## config.mk

```make
export PLATFORM = sky130hd
export DESIGN_NAME = conv_core_feeder
export DESIGN_NICKNAME = d
export VERILOG_FILES = /design/src/rtl/conv_core_feeder.sv
export SDC_FILE = /design/constraint.sdc
export NUM_CORES = 1
export LEC_CHECK = 0
export BUFFER_PORTS_ARGS = -buffer_cell sky130_fd_sc_hd__buf_2
export CAP_MARGIN = 20
export CORE_AREA = 2 2 115 162
export CTS_CLUSTER_DIAMETER = 150
export DETAILED_ROUTE_END_ITERATION = 7
export DIE_AREA = 0 0 117 164
export GPL_TIMING_DRIVEN = 0
export PLACE_DENSITY = 0.92
export SYNTH_ARGS = -nofsm -noshare
export SYNTH_HDL_FRONTEND = slang
export SYNTH_SLANG_ARGS = --single-unit
```

## constraint.sdc

```tcl
create_clock -name clk -period 5.91 [get_ports clk]
set_input_delay 0.591 -clock clk [delete_from_list [all_inputs] [get_ports clk]]
set_output_delay 0.591 -clock clk [all_outputs]
set_load 0.05 [all_outputs]
```

## src/rtl/conv_core_feeder.sv

```systemverilog
// conv_core_feeder: loads K weight/input columns into the convolution core, then
// sums the core's K*K sign-magnitude cell products into one signed window result.
//
// Handshakes: a transfer happens on a rising clk edge where valid && ready are both
// high. col_valid/w_col/x_col are held by the sequencer until accepted.
// acc_valid/acc_out are held by this block until acc_ready is seen high.
module conv_core_feeder #(
   parameter int N          = 16,
   parameter int S          = 2,
   parameter int K          = 3,
   parameter int ACC_W      = 24,
   parameter int SETTLE_CYC = 2,
   parameter int TIMEOUT    = 1024
) (
   input  logic                 clk,
   input  logic                 rst,
   input  logic                 col_valid,
   output logic                 col_ready,
   input  logic [N*K-1:0]       w_col,
   input  logic [N*S*K-1:0]     x_col,
   output logic [N*K-1:0]       weights,
   output logic [N*S*K-1:0]     input_layer,
   output logic                 weight_buffer_en,
   output logic                 input_buffer_en,
   output logic                 weight_en,
   output logic                 input_en,
   input  logic [N-1:0]         product_result,
   input  logic                 one_cell_done,
   input  logic                 one_conv_done,
   output logic [ACC_W-1:0]     acc_out,
   output logic                 acc_valid,
   input  logic                 acc_ready,
   output logic                 busy,
   output logic                 err
);

   localparam int BEAT_W = $clog2(K + 1);
   localparam int PROD_W = $clog2(K * K + 1);
   localparam int SET_W  = $clog2(SETTLE_CYC + 2);
   localparam int WD_W   = $clog2(TIMEOUT + 1);

   localparam logic [BEAT_W-1:0] BEAT_LAST = BEAT_W'(K - 1);
   localparam logic [PROD_W-1:0] PROD_LAST = PROD_W'(K * K);
   localparam logic [SET_W-1:0]  SET_LAST  = SET_W'(SETTLE_CYC);
   localparam logic [WD_W-1:0]   WD_LAST   = WD_W'(TIMEOUT - 1);

   typedef enum logic [2:0] {
      IDLE    = 3'd0,
      LOAD    = 3'd1,
      SETTLE  = 3'd2,
      COMPUTE = 3'd3,
      OUT     = 3'd4
   } state_t;

   state_t state, state_nx;

   logic [BEAT_W-1:0] beat_cnt;
   logic [SET_W-1:0]  settle_cnt;
   logic [PROD_W-1:0] prod_cnt;
   logic [WD_W-1:0]   wd_cnt;
   logic [ACC_W-1:0]  acc;
   logic              cell_prev;
   logic              conv_prev;

   logic              handshake;
   logic              cell_event;
   logic              conv_event;
   logic [PROD_W-1:0] prod_inc;
   logic              prod_full;
   logic              wd_expire;
   logic [ACC_W-1:0]  mag;
   logic [ACC_W-1:0]  acc_sum;

   logic col_ready_nx;
   logic buf_en_nx;
   logic busy_nx;
   logic acc_valid_nx;
   logic err_nx;

   // Events are rising edges only, and only count while computing.
   assign handshake  = (state == LOAD) && col_valid && col_ready;
   assign cell_event = (state == COMPUTE) && one_cell_done && !cell_prev;
   assign conv_event = (state == COMPUTE) && one_conv_done && !conv_prev;
   assign prod_inc   = prod_cnt + {{(PROD_W-1){1'b0}}, cell_event};
   assign prod_full  = (prod_inc == PROD_LAST);
   assign wd_expire  = !cell_event && (wd_cnt == WD_LAST);

   // Sign-magnitude to two's complement: magnitude zero-extended, sign picks add/sub.
   assign mag     = {{(ACC_W-N+1){1'b0}}, product_result[N-2:0]};
   assign acc_sum = product_result[N-1] ? (acc - mag) : (acc + mag);

   // State register.
   always_ff @(posedge clk) begin
      if (rst) state <= IDLE;
      else     state <= state_nx;
   end

   // Next-state decode; a full product count wins over a same-cycle conv_done.
   always_comb begin
      state_nx = state;
      unique case (state)
         IDLE:    if (col_valid) state_nx = LOAD;
         LOAD:    if (handshake && (beat_cnt == BEAT_LAST)) state_nx = SETTLE;
         SETTLE:  if (settle_cnt == SET_LAST) state_nx = COMPUTE;
         COMPUTE: begin
            if (prod_full)                    state_nx = OUT;
            else if (conv_event || wd_expire) state_nx = IDLE;
         end
         OUT:     if (acc_ready) state_nx = IDLE;
         default: state_nx = IDLE;
      endcase
   end

   // Next values of the registered control outputs, derived from the transition.
   always_comb begin
      col_ready_nx = (state_nx == LOAD);
      // Enables stay high through the first SETTLE cycle, which carries the last strobe.
      buf_en_nx    = (state_nx == LOAD) || ((state == LOAD) && (state_nx == SETTLE));
      busy_nx      = (state_nx != IDLE);
      acc_valid_nx = (state_nx == OUT);
      // Leaving COMPUTE for IDLE only happens on early conv_done or watchdog expiry.
      err_nx       = err || ((state == COMPUTE) && (state_nx == IDLE));
   end

   // Registered outputs toward the core and downstream.
   always_ff @(posedge clk) begin
      if (rst) begin
         col_ready        <= 1'b0;
         weight_buffer_en <= 1'b0;
         input_buffer_en  <= 1'b0;
         weight_en        <= 1'b0;
         input_en         <= 1'b0;
         weights          <= '0;
         input_layer      <= '0;
         acc_out          <= '0;
         acc_valid        <= 1'b0;
         busy             <= 1'b0;
         err              <= 1'b0;
      end else begin
         col_ready        <= col_ready_nx;
         weight_buffer_en <= buf_en_nx;
         input_buffer_en  <= buf_en_nx;
         weight_en        <= handshake;
         input_en         <= handshake;
         acc_valid        <= acc_valid_nx;
         busy             <= busy_nx;
         err              <= err_nx;
         if (handshake) begin
            weights     <= w_col;
            input_layer <= x_col;
         end
         if ((state == COMPUTE) && (state_nx == OUT)) acc_out <= acc_sum;
      end
   end

   // Counters, watchdog, accumulator and edge-detect history.
   always_ff @(posedge clk) begin
      if (rst) begin
         beat_cnt   <= '0;
         settle_cnt <= '0;
         prod_cnt   <= '0;
         wd_cnt     <= '0;
         acc        <= '0;
         cell_prev  <= 1'b0;
         conv_prev  <= 1'b0;
      end else begin
         cell_prev <= one_cell_done;
         conv_prev <= one_conv_done;

         if (state != LOAD)  beat_cnt <= '0;
         else if (handshake) beat_cnt <= beat_cnt + 1'b1;

         if (state != SETTLE) settle_cnt <= '0;
         else                 settle_cnt <= settle_cnt + 1'b1;

         if (state != COMPUTE) prod_cnt <= '0;
         else                  prod_cnt <= prod_inc;

         if ((state != COMPUTE) || cell_event) wd_cnt <= '0;
         else                                   wd_cnt <= wd_cnt + 1'b1;

         // Any return to IDLE (result taken, error) discards the sum.
         if (state_nx == IDLE) acc <= '0;
         else if (cell_event)  acc <= acc_sum;
      end
   end

endmodule

```

==> results of run 1 <==
area by class of cell:
cell class,count,area (sq um)
antenna,13,32.53
buffer,77,316.6
clock buffer,33,673.1
clock inverter,6,136.4
fill,1386,5475
inverter,18,67.56
multi-input combinational,872,4627
sequential,222,4444
tap,240,300.3
timing repair buffer,341,1707
path summary, 6_finish.rpt:
path,to,depth (start not counted),slack [ns]
setup reg to reg,acc_out[19],15,1.42
hold reg to reg,settle_cnt[0],1,0.45
setup / recovery,acc_out[19],15,1.42
hold / removal,input_layer[64],3,0.32
tightest hold or removal path, stage by stage:
cell and delay, ns:
buf_2 0.10, nand2_1 0.05, a21oi_1 0.05
metal layers:
metal	vias to the layer above	share of wire, %	track usage (%)
li1	4751	-	-
met1	4578	34	33.51
met2	481	48	56.83
met3	123	13	14.54
met4	10	5.2	15.83
met5	-	0.21	0
synthesized netlist by cell type (4+ instances only):
| library cell | count |
|---|---|
| dfxtp_1 | 222 |
| o22ai_1 | 10 |
| a31oi_1 | 10 |
| o21a_1 | 6 |
| nand4_1 | 6 |
| xor2_1 | 14 |
| nor2b_1 | 4 |
| buf_4 | 4 |
| and2_1 | 5 |
| mux2i_1 | 8 |
| nor2_1 | 63 |
| nand2b_1 | 16 |
| or3_1 | 6 |
| buf_1 | 5 |
| nor4_1 | 4 |
| clkbuf_1 | 63 |
| nand2_1 | 355 |
| nor3_1 | 13 |
| a211oi_1 | 12 |
| ha_1 | 29 |
| inv_1 | 17 |
| a21o_1 | 8 |
| nand3_1 | 15 |
| a31o_2 | 8 |
| and3_1 | 6 |
| o21ai_0 | 16 |
| xnor2_1 | 27 |
| a21oi_1 | 189 |
power groups by stage:
stage / sequential (W) / clock (W) / combinational, W
floorplan: 0.00165 / 0 / 0.000144
global placement: 0.00156 / 0 / 0.000353
detailed placement: 0.00157 / 0 / 0.000358
CTS: 0.00153 / 0.00157 / 0.000361
global route: 0.00153 / 0.00163 / 0.000393
finish: 0.00153 / 0.00155 / 0.000367
cell families (layout without fill, tap and decap cells):
logic type | count (synthesis) | in the layout | synth area share [%]
AO/OA/AOI/OAI | 284 | 284 | 17.56
XOR/XNOR | 41 | 41 | 3.798
multiplexers | 8 | 8 | 0.8469
flip-flops | 222 | 222 | 47.00
adder cells (fa/ha/maj) | 30 | 30 | 4.049
other | 0 | 13 | 0
AND/OR/NAND/NOR | 509 | 509 | 22.68
buffers and inverters | 95 | 475 | 4.062
placed cells by master, fill, tap and decap left out, types with 13 or more instances in the layout:
cell type  instances
nand2_1          355
buf_2            344
dfxtp_1          222
a21oi_1          189
clkbuf_1          67
nor2_1            63
ha_1              29
xnor2_1           27
clkbuf_16         23
inv_1             17
nand2b_1          16
o21ai_0           16
nand3_1           15
xor2_1            14
diode_2           13
nor3_1            13
stage by stage:
stage               power, W  instance area, sq um  hold WS, ns  setup slack, ns  cells
global placement    0.001918                 11460       0.4093            1.474   1770
finish              0.003451                 12300       0.3240            1.416   1822
CTS                 0.003460                 12270       0.3129            1.558   1809
detailed placement  0.001924                 11460       0.4284            1.467   1770
global route        0.003556                 12280       0.3182            1.271   1814
floorplan           0.001791                  9455       0.3999            2.234   1189
registers in the layout, summed over array words and instances, names as in the netlist, 2 cells and up:
signal,flops
input_layer,96
weights,48
acc,24
acc_out,24
wd_cnt,11
prod_cnt,4
state,3
beat_cnt,2
settle_cnt,2
==> impl_metrics.yaml, run 1 <==
grt:
  grt.overflow.total: 0
  grt_antenna_before_repair: 17
  overall_fraction_of_global_route_tracks_in_use_pct: 32.91
  grt_start_max_net_pins: 16
  grt_pass1_vias: 9389
  grt_first_pass_wirelength_um: 48490
power:
  comb_power_share_pct: 10.6
  p_clk_share_pct: 44.9
  ir_worst_vdd_v: 0.0002126
  power_switching_share_pct: 24.64
  switching_power_w: 0.0008502
  seq_power_share_pct: 44.4
  power.density_nw_per_um2: 280.4
  intPower_w: 0.002600
  power.leakage_nw: 5.334
floorplan:
  die_w_um: 117
  core_region_area_sq_um: 17780
  die_height_um: 164
  rows: 58
  initial_utilization_pct: 53.18
  die_area_sq_um: 19190
  boundaryPins: 342
setup_path:
  cpPeakStageDelay_ns: 0.62
  crit_path_top_delay_cell: "clkbuf_1"
  critical_path.startpoint: "state[0]"
  data_required_time_at_the_worst_endpoint_ns: 6.27
  path_cells: "buf_4, nand3b_2, or2_1, clkbuf_1, inv_1, buf_2, buf_1, ha_1, ha_1, xnor2_1, nand3b_1, nor3_1, clkbuf_1, mux2i_1, a31oi_1"
  critical-path-top-delay-family: "buffers and inverters"
  crit_fanout: 10
  critical_path.startpoint_type: "flip-flop"
  worstPathArrival_ns: 4.86
  worst_path_buffer_plus_inverter_count: 6
  reg2reg_from: "state[0]"
  cp-end-kind: "flip-flop"
  critPathKind: "reg -> reg"
clock_tree:
  cts-hold-fix-buffers: 0
  cts_tree: "yes"
  cts_sink_cnt: 222
  clock_insertion_delay_worst_skew_ns: 0.50
  buffer_type_at_the_clock_tree_root: "clkbuf_16"
  cts-buffers-inserted: 22
  cts_resized: 0
  htreeDepth: 1
  clock_pin_slew_reported_for_the_worst_setup_and_hold_paths_after_clock_tree_synthesis_ns: 0.06
  cts-root-to-sink-buffers: 3
  postCtsSetupBuffers: 0
sta:
  fin_crit_ns: 4.494
  hold_viol: 0
  max_slew_headroom_at_the_worst_pin_pct: 44.47
  worstMarginPinSlew_ns: 0.8267
  totalNegativeSetupSlack_ns: 0
  fin_crit_sh_pct: 76.04
  finalMaxSlewViolations: 0
  finalSetupViolCount: 0
  fmax_mhz: 222.5
  rsz0062_at_grt: "false"
  fin_skew_ns: 0.01471
min_path:
  worst_hold_path_type: "in -> reg"
  worst_hold_startpoint: "x_col[64]"
routing:
  avgRoutedWirePerCell_um: 18.12
  via_count_normalized_by_instance_count: 5.457
  wirelength_um: 33020
  ant_nets: 0
  drt_first_pass_iters: 6
  drcViolationCount: 0
  route.vias.total: 9943
  drt-initial-drc-count: 704
logic_synthesis:
  synth.area.top_cells: "dfxtp_1 (47%), nand2_1 (14%), a21oi_1 (10%), ha_1 (3.8%), clkbuf_1 (2.5%)"
  ys.warnings.count: 0
  synthesis.instances: 1189
  synth.yosys.seq_area_share_pct: 47.00
  synth-edff-count: 0
  number_of_nets_produced_by_synthesis: 1385
  synthesis.area_sq_um: 9455
  postSynth.asyncResetShare_pct: 0
  synth_ff_type: "dfxtp_1"
  synth_largest_type_area_fraction_pct: 47.00
  synthesis.area_per_instance_sq_um: 7.952
  yosys.cell_types.count: 63
  synth_top_area_cell: "dfxtp_1"
  synth-seq-cells: 222
placement:
  portBuffers: 341
  post-dp-hpwl_um: 24610
  gp_routability_congestion: 0.9936
cells_and_area:
  utilization_pct: 69.20
  drive_gt1_share_pct: 26.00
  nNetsFinal: 1750
  area_delta_synth_final_pct: 30.13
run:
  max-cap-violations: 0
run_status:
  status: "finished clean"
Power figures use the tool's default switching activity.
==> run 2: changes to the inputs <==
--- a/config.mk
+++ b/config.mk
@@ -7,12 +7,12 @@
 export LEC_CHECK = 0
 export BUFFER_PORTS_ARGS = -buffer_cell sky130_fd_sc_hd__buf_2
 export CAP_MARGIN = 20
-export CORE_AREA = 2 2 115 162
+export CORE_AREA = 2 2 126 177
 export CTS_CLUSTER_DIAMETER = 150
 export DETAILED_ROUTE_END_ITERATION = 7
-export DIE_AREA = 0 0 117 164
+export DIE_AREA = 0 0 128 179
 export GPL_TIMING_DRIVEN = 0
-export PLACE_DENSITY = 0.92
+export PLACE_DENSITY = 0.83
 export SYNTH_ARGS = -nofsm -noshare
 export SYNTH_HDL_FRONTEND = slang
 export SYNTH_SLANG_ARGS = --single-unit
==> constraint.sdc (replaced) <==
create_clock -name clk -period 3.77 [get_ports clk]
set_input_delay 0.377 -clock clk [delete_from_list [all_inputs] [get_ports clk]]
set_output_delay 0.377 -clock clk [all_outputs]
set_load 0.05 [all_outputs]
==> run 2 against run 1 <==
Net effect: total power rose by 50%; register-to-register slack got worse by 1.2 ns; combinational power rose by 55%; utilization fell by 12 points; clock skew fell by 0.0052 ns; highest routed layer unchanged; worst hold slack got worse by 0.22 ns; largest power group is now registers; sequential power rose by 57%; design area fell by 0.35%; die area rose by 19%.
==> impl_metrics.yaml, run 2 (synthesis results as in run 1) <==
setup_path:
  worstPathArrival_ns: 3.97
  cp-end-kind: "flip-flop"
  worstReg2RegEnd: "acc[14]"
  critical_path.startpoint_type: "input pin"
  reg2reg_setup_slack_ns: 0.24
  critPathKind: "in -> reg"
  r2r_worst_path_depth: 17
  timing.critical_path.to: "acc[23]"
  crit_fanout: 10
  critical_path.startpoint: "product_result[5]"
  data_required_time_at_the_worst_endpoint_ns: 4.20
  reg2reg_from: "state[1]"
placement:
  gp_routability_congestion: 0.9545
  postPlaceCellArea_sq_um: 11490
  portBuffers: 341
  post-dp-hpwl_um: 23530
sta:
  fmax_mhz: 282.9
  fin_crit_sh_pct: 93.75
  worstMarginPinSlew_ns: 0.7205
  max_slew_headroom_at_the_worst_pin_pct: 51.60
  finalSetupViolCount: 0
  totalNegativeSetupSlack_ns: 0
  rsz0062_at_grt: "false"
  hold_viol: 0
  fin_crit_ns: 3.534
  finalMaxSlewViolations: 0
  fin_skew_ns: 0.009533
clock_tree:
  cts-root-to-sink-buffers: 3
  clock_pin_slew_reported_for_the_worst_setup_and_hold_paths_after_clock_tree_synthesis_ns: 0.06
  cts-hold-fix-buffers: 0
  clock_insertion_delay_worst_skew_ns: 0.50
  htreeDepth: 1
  cts_sink_cnt: 222
  buffer_type_at_the_clock_tree_root: "clkbuf_16"
  cts_tree: "yes"
  cts-buffers-inserted: 22
min_path:
  worst_hold_path_type: "in -> reg"
routing:
  route.vias.total: 9685
  ant_nets: 0
  avgRoutedWirePerCell_um: 16.76
  drt-initial-drc-count: 543
  wirelength_um: 30740
  drt_first_pass_iters: 5
  drcViolationCount: 0
  via_count_normalized_by_instance_count: 5.281
cells_and_area:
  layout_commonest_cell: "nand2_1"
  fin_area_sq_um: 12260
  top_library_cells_by_usage_in_the_layout_fill_and_taps_aside: "nand2_1 (355), buf_2 (343), dfxtp_1 (222), a21oi_1 (189), clkbuf_1 (65)"
  area_delta_synth_final_pct: 29.68
  largest_register_ff_count: 96
  drive_gt1_share_pct: 26.23
  max_flop_register: "input_layer"
  reg.largest.list: "input_layer x96, weights x48"
  nNetsFinal: 1750
grt:
  grt_first_pass_wirelength_um: 46220
  grt_pass1_vias: 9029
  grt_antenna_before_repair: 7
  grt.overflow.total: 0
  grt_start_max_net_pins: 15
  overall_fraction_of_global_route_tracks_in_use_pct: 25.31
floorplan:
  die_area_sq_um: 22910
  rows: 64
  die_height_um: 179
  core_region_area_sq_um: 21460
  boundaryPins: 342
  die_w_um: 128
  initial_utilization_pct: 44.06
run:
  max-cap-violations: 0
power:
  power.density_nw_per_um2: 421.2
  ir_worst_vdd_v: 0.0002859
  comb_power_share_pct: 11.0
  power_switching_share_pct: 25.55
  power.leakage_nw: 5.337
  switching_power_w: 0.001320
  total_power_w: 0.005164
  intPower_w: 0.003845
  seq_power_share_pct: 46.5
  p_clk_share_pct: 42.5
run_status:
  status: "finished clean"
-- run 2: critical path: stages --
cell      delay (ns)
buf_2           0.12
or4_4           0.58
nor3b_2         0.49
a31o_2          0.30
ha_1            0.24
clkbuf_1        0.21
nand4_1         0.28
o21ai_0         0.20
a221o_1         0.38
a31oi_1         0.34
mux2i_1         0.27
mux2i_1         0.20
-- run 2: repair_timing --
item	CTS	global route
setup endpoints to repair	52	46
buffers inserted	0	1
pin swaps	0	2
resized for setup	6	5
-- run 2: layout make-up --
| class | instances | area (sq um) |
|---|---|---|
| inverters | 18 | 67.56 |
| diodes | 3 | 7.507 |
| clock inverters | 5 | 55.05 |
| plain buffers | 76 | 327.8 |
| flip-flops and latches | 222 | 4444 |
| clock buffers | 32 | 659.4 |
| fillers | 1922 | 9199 |
| repair buffers | 342 | 1714 |
| multi-input cells | 872 | 4656 |
| well taps | 264 | 330.3 |
-- run 2: power by group through the flow --
stage	clock [W]	combinational (W)	sequential, W
after floorplan	0	0.000226	0.00258
after global placement	0	0.000555	0.00245
after detailed placement	0	0.000561	0.00246
after CTS	0.00223	0.000565	0.00240
after global routing	0.00232	0.000615	0.00241
final	0.00219	0.000569	0.00240
-- run 2: how the worst min path moves through the flow --
stage	from	endpoint	cells after the start
after detailed placement	settle_cnt[0]	settle_cnt[0]	1
after global routing	x_col[3]	input_layer[3]	3
after CTS	w_col[37]	weights[37]	3
after floorplan	settle_cnt[0]	settle_cnt[0]	1
after global placement	settle_cnt[0]	settle_cnt[0]	1
final	one_conv_done	conv_prev	2
-- run 2: through the flow --
step	hold slack, ns	setup slack (ns)	std cells	utilization [%]
2_1_floorplan	0.3999	0.3077	1189	-
3_3_place_gp	0.4095	-0.5492	1794	53.55
3_5_place_dp	0.4142	-0.5947	1794	53.55
4_1_cts	0.08645	0.07071	1830	56.93
5_1_grt	0.09433	0.003255	1832	57.11
6_report	0.1030	0.2355	1834	57.14
-- run 2: per-layer routing --
layer / vias up / share of wire [%] / GRT usage [%]
met5: - / 0.16 / 0
met4: 8 / 4.1 / 10.85
met3: 96 / 8.4 / 6.386
met2: 397 / 51 / 46.01
met1: 4455 / 36 / 27.79
li1: 4729 / - / -
==> run 3: changes to the inputs <==
--- a/config.mk
+++ b/config.mk
@@ -5,12 +5,12 @@
 export SDC_FILE = /design/constraint.sdc
 export NUM_CORES = 1
 export LEC_CHECK = 0
+export ABC_AREA = 1
 export BUFFER_PORTS_ARGS = -buffer_cell sky130_fd_sc_hd__buf_2
-export CAP_MARGIN = 20
-export CORE_AREA = 2 2 126 177
+export CORE_AREA = 2 2 129 181
 export CTS_CLUSTER_DIAMETER = 150
 export DETAILED_ROUTE_END_ITERATION = 7
-export DIE_AREA = 0 0 128 179
+export DIE_AREA = 0 0 131 183
 export GPL_TIMING_DRIVEN = 0
 export PLACE_DENSITY = 0.83
 export SYNTH_ARGS = -nofsm -noshare
==> run 3 against run 2 <==
Net effect: non-clock buffer count is 13 lower; die area is 4.6% higher; sequential share of layout area is 2.2 points lower; total power is 6.2% higher.
==> impl_metrics.yaml, run 3 <==
grt:
  grt_start_max_net_pins: 16
  grt.overflow.total: 0
  grt_util_met3_pct: 5.980
  grt_pass1_vias: 10660
  grt_first_pass_wirelength_um: 52300
  grt_antenna_before_repair: 11
  overall_fraction_of_global_route_tracks_in_use_pct: 27.70
  globalRoute.busiestLayer: "met2"
  met2_usage_pct: 49.74
  use_met1_pct: 29.51
run_status:
  status: "finished clean"
sta:
  hold_viol: 0
  fmax_mhz: 306.0
  worstMarginPinSlew_ns: 0.6739
  finalSetupViolCount: 0
  fin_crit_sh_pct: 86.68
  rsz0062_at_grt: "false"
  totalNegativeSetupSlack_ns: 0
  finalMaxSlewViolations: 0
  fin_crit_ns: 3.268
  fin_skew_ns: 0.01539
  max_slew_headroom_at_the_worst_pin_pct: 55.07
routing:
  drt-initial-drc-count: 569
  avgRoutedWirePerCell_um: 15.73
  drt_first_pass_iters: 5
  drcViolationCount: 0
  wirelength_um: 33770
  ant_nets: 0
  via_count_normalized_by_instance_count: 4.990
  route.vias.total: 10710
setup_path:
  r2r_worst_path_depth: 17
  timing.critical_path.to: "acc_out[23]"
  crit_fanout: 10
  data_required_time_at_the_worst_endpoint_ns: 4.17
  reg2reg_setup_slack_ns: 0.50
  worstReg2RegEnd: "acc_out[23]"
  cp-end-kind: "flip-flop"
  critPathKind: "reg -> reg"
  critical_path.startpoint_type: "flip-flop"
  worstPathArrival_ns: 3.67
  critical_path.startpoint: "state[0]"
  reg2reg_from: "state[0]"
floorplan:
  die_w_um: 131
  rows: 65
  boundaryPins: 342
  die_height_um: 183
  core_region_area_sq_um: 22370
  die_area_sq_um: 23970
  initial_utilization_pct: 45.39
logic_synthesis:
  yosys.cell_types.count: 41
  synthesis.area_sq_um: 10150
  synth_ff_type: "dfxtp_1"
  postSynth.asyncResetShare_pct: 0
  number_of_nets_produced_by_synthesis: 1655
  synthesis.area_per_instance_sq_um: 6.957
  synth_largest_type_area_fraction_pct: 43.78
  synth.yosys.seq_area_share_pct: 43.78
  yosys.cell_count.top_type: "nor2_1"
  synth-seq-cells: 222
  synth_commonest_cells: "nor2_1 (368), nand2_1 (261), dfxtp_1 (222), o21ai_0 (168), inv_1 (139)"
  synth.area.top_cells: "dfxtp_1 (44%), nor2_1 (14%), nand2_1 (9.7%), o21ai_0 (8.3%), inv_1 (5.1%)"
  synthesis.instances: 1459
  synth-edff-count: 0
  synth_top_area_cell: "dfxtp_1"
  ys.warnings.count: 0
cells_and_area:
  nNetsFinal: 2018
  max_flop_register: "input_layer"
  top_library_cells_by_usage_in_the_layout_fill_and_taps_aside: "nor2_1 (368), buf_2 (354), nand2_1 (261), dfxtp_1 (222), o21ai_0 (168)"
  drive_gt1_share_pct: 23.94
  layout_commonest_cell: "nor2_1"
  area_delta_synth_final_pct: 28.47
  utilization_pct: 58.31
  reg.largest.list: "input_layer x96, weights x48"
  largest_register_ff_count: 96
  final_cells: 2147
clock_tree:
  cts-hold-fix-buffers: 0
  cts-buffers-inserted: 22
  buffer_type_at_the_clock_tree_root: "clkbuf_16"
  postCtsSetupBuffers: 0
  cts_sink_cnt: 222
  clock_pin_slew_reported_for_the_worst_setup_and_hold_paths_after_clock_tree_synthesis_ns: 0.07
  cts_tree: "yes"
  cts_resized: 0
  cts-root-to-sink-buffers: 3
  htreeDepth: 1
  clock_insertion_delay_worst_skew_ns: 0.51
power:
  power.leakage_nw: 7.028
  power.density_nw_per_um2: 420.7
  ir_worst_vdd_v: 0.0003824
placement:
  gp_routability_congestion: 0.9770
  post-dp-hpwl_um: 26580
  portBuffers: 339
  placed_cells_incl_taps: 2099
min_path:
  worst_hold_path_type: "in -> reg"
  worst_hold_startpoint: "x_col[64]"
run:
  max-cap-violations: 0
## run 3: cell types whose count changed after synthesis, moves of 21 or more
| cell | delta |
|---|---|
| nand2_1 | -94 |
| nand3_1 | +38 |
| o21ai_0 | +152 |
| clkbuf_1 | -21 |
| nor2_1 | +305 |
| inv_1 | +122 |
| a21oi_1 | -144 |
## run 3: stage by stage
| step | hold WS, ns | cell area, sq um | power (W) | setup WS, ns |
|---|---|---|---|---|
| finish | 0.08777 | 13040 | 0.005486 | 0.5022 |
| global route | 0.06894 | 13040 | 0.005675 | 0.2470 |
| CTS | 0.07266 | 13020 | 0.005527 | 0.4782 |
| detailed placement | 0.4136 | 12220 | 0.003146 | 0.3591 |
| global placement | 0.4081 | 12220 | 0.003138 | 0.4242 |
| floorplan | 0.4000 | 10150 | 0.002908 | 1.172 |
## run 3: cell families (layout without fill, tap and decap cells)
family	Yosys count	in the layout	share of synthesized area, %
xor gates and xnor gates	20	20	1.726
AOI/OAI and AO/OA	238	238	12.36
adders and majority gates	30	30	3.772
buffers and inverters	211	590	8.308
other	0	8	0
and+or+nand+nor	738	738	30.05
DFF	222	222	43.78
## run 3: worst min path at each step
stage          cells past startpoint               to
2_1_floorplan                      1    settle_cnt[0]
5_1_grt                            3        conv_prev
3_3_place_gp                       1    settle_cnt[0]
4_1_cts                            3  input_layer[52]
6_report                           3  input_layer[64]
3_5_place_dp                       1    settle_cnt[0]
## run 3: layout make-up
type / count / area [sq um]
fill: 2098 / 9324
multi-input combinational: 1026 / 4863
sequential: 222 / 4444
timing repair buffer: 339 / 1697
clock buffer: 31 / 665.6
inverter: 145 / 545.5
tap: 301 / 376.6
buffer: 66 / 297.8
clock inverter: 9 / 131.4
antenna: 8 / 20.02
## run 3: worst max-delay path, cell delays in order (launching register included)
cell and delay (ns):
dfxtp_1 0.46, nand3_2 0.14, clkinv_2 0.09, nand2_2 0.09, inv_1 0.08, buf_2 0.25, buf_2 0.29, ha_1 0.25
ha_1 0.25, inv_1 0.07, nand2_1 0.08, nor2_4 0.14, nand3_4 0.16, inv_2 0.15, buf_2 0.33, nand3_1 0.19
nand2_1 0.09, inv_1 0.03
## run 3: per-layer routing
| layer | up-vias | routed length (um) |
|---|---|---|
| li1 | 5329 | - |
| met1 | 4836 | 12360 |
| met2 | 426 | 16860 |
| met3 | 118 | 2493 |
| met4 | 4 | 2038 |
| met5 | - | 28 |
## run 3: power by group
part / internal (W) / switching, W / total (W) / leakage [nW]
Combinational: 0.000194 / 0.000479 / 0.000673 / 4.85
Sequential: 0.00240 / 0.0000286 / 0.00243 / 1.80
Clock: 0.00144 / 0.000941 / 0.00238 / 0.384
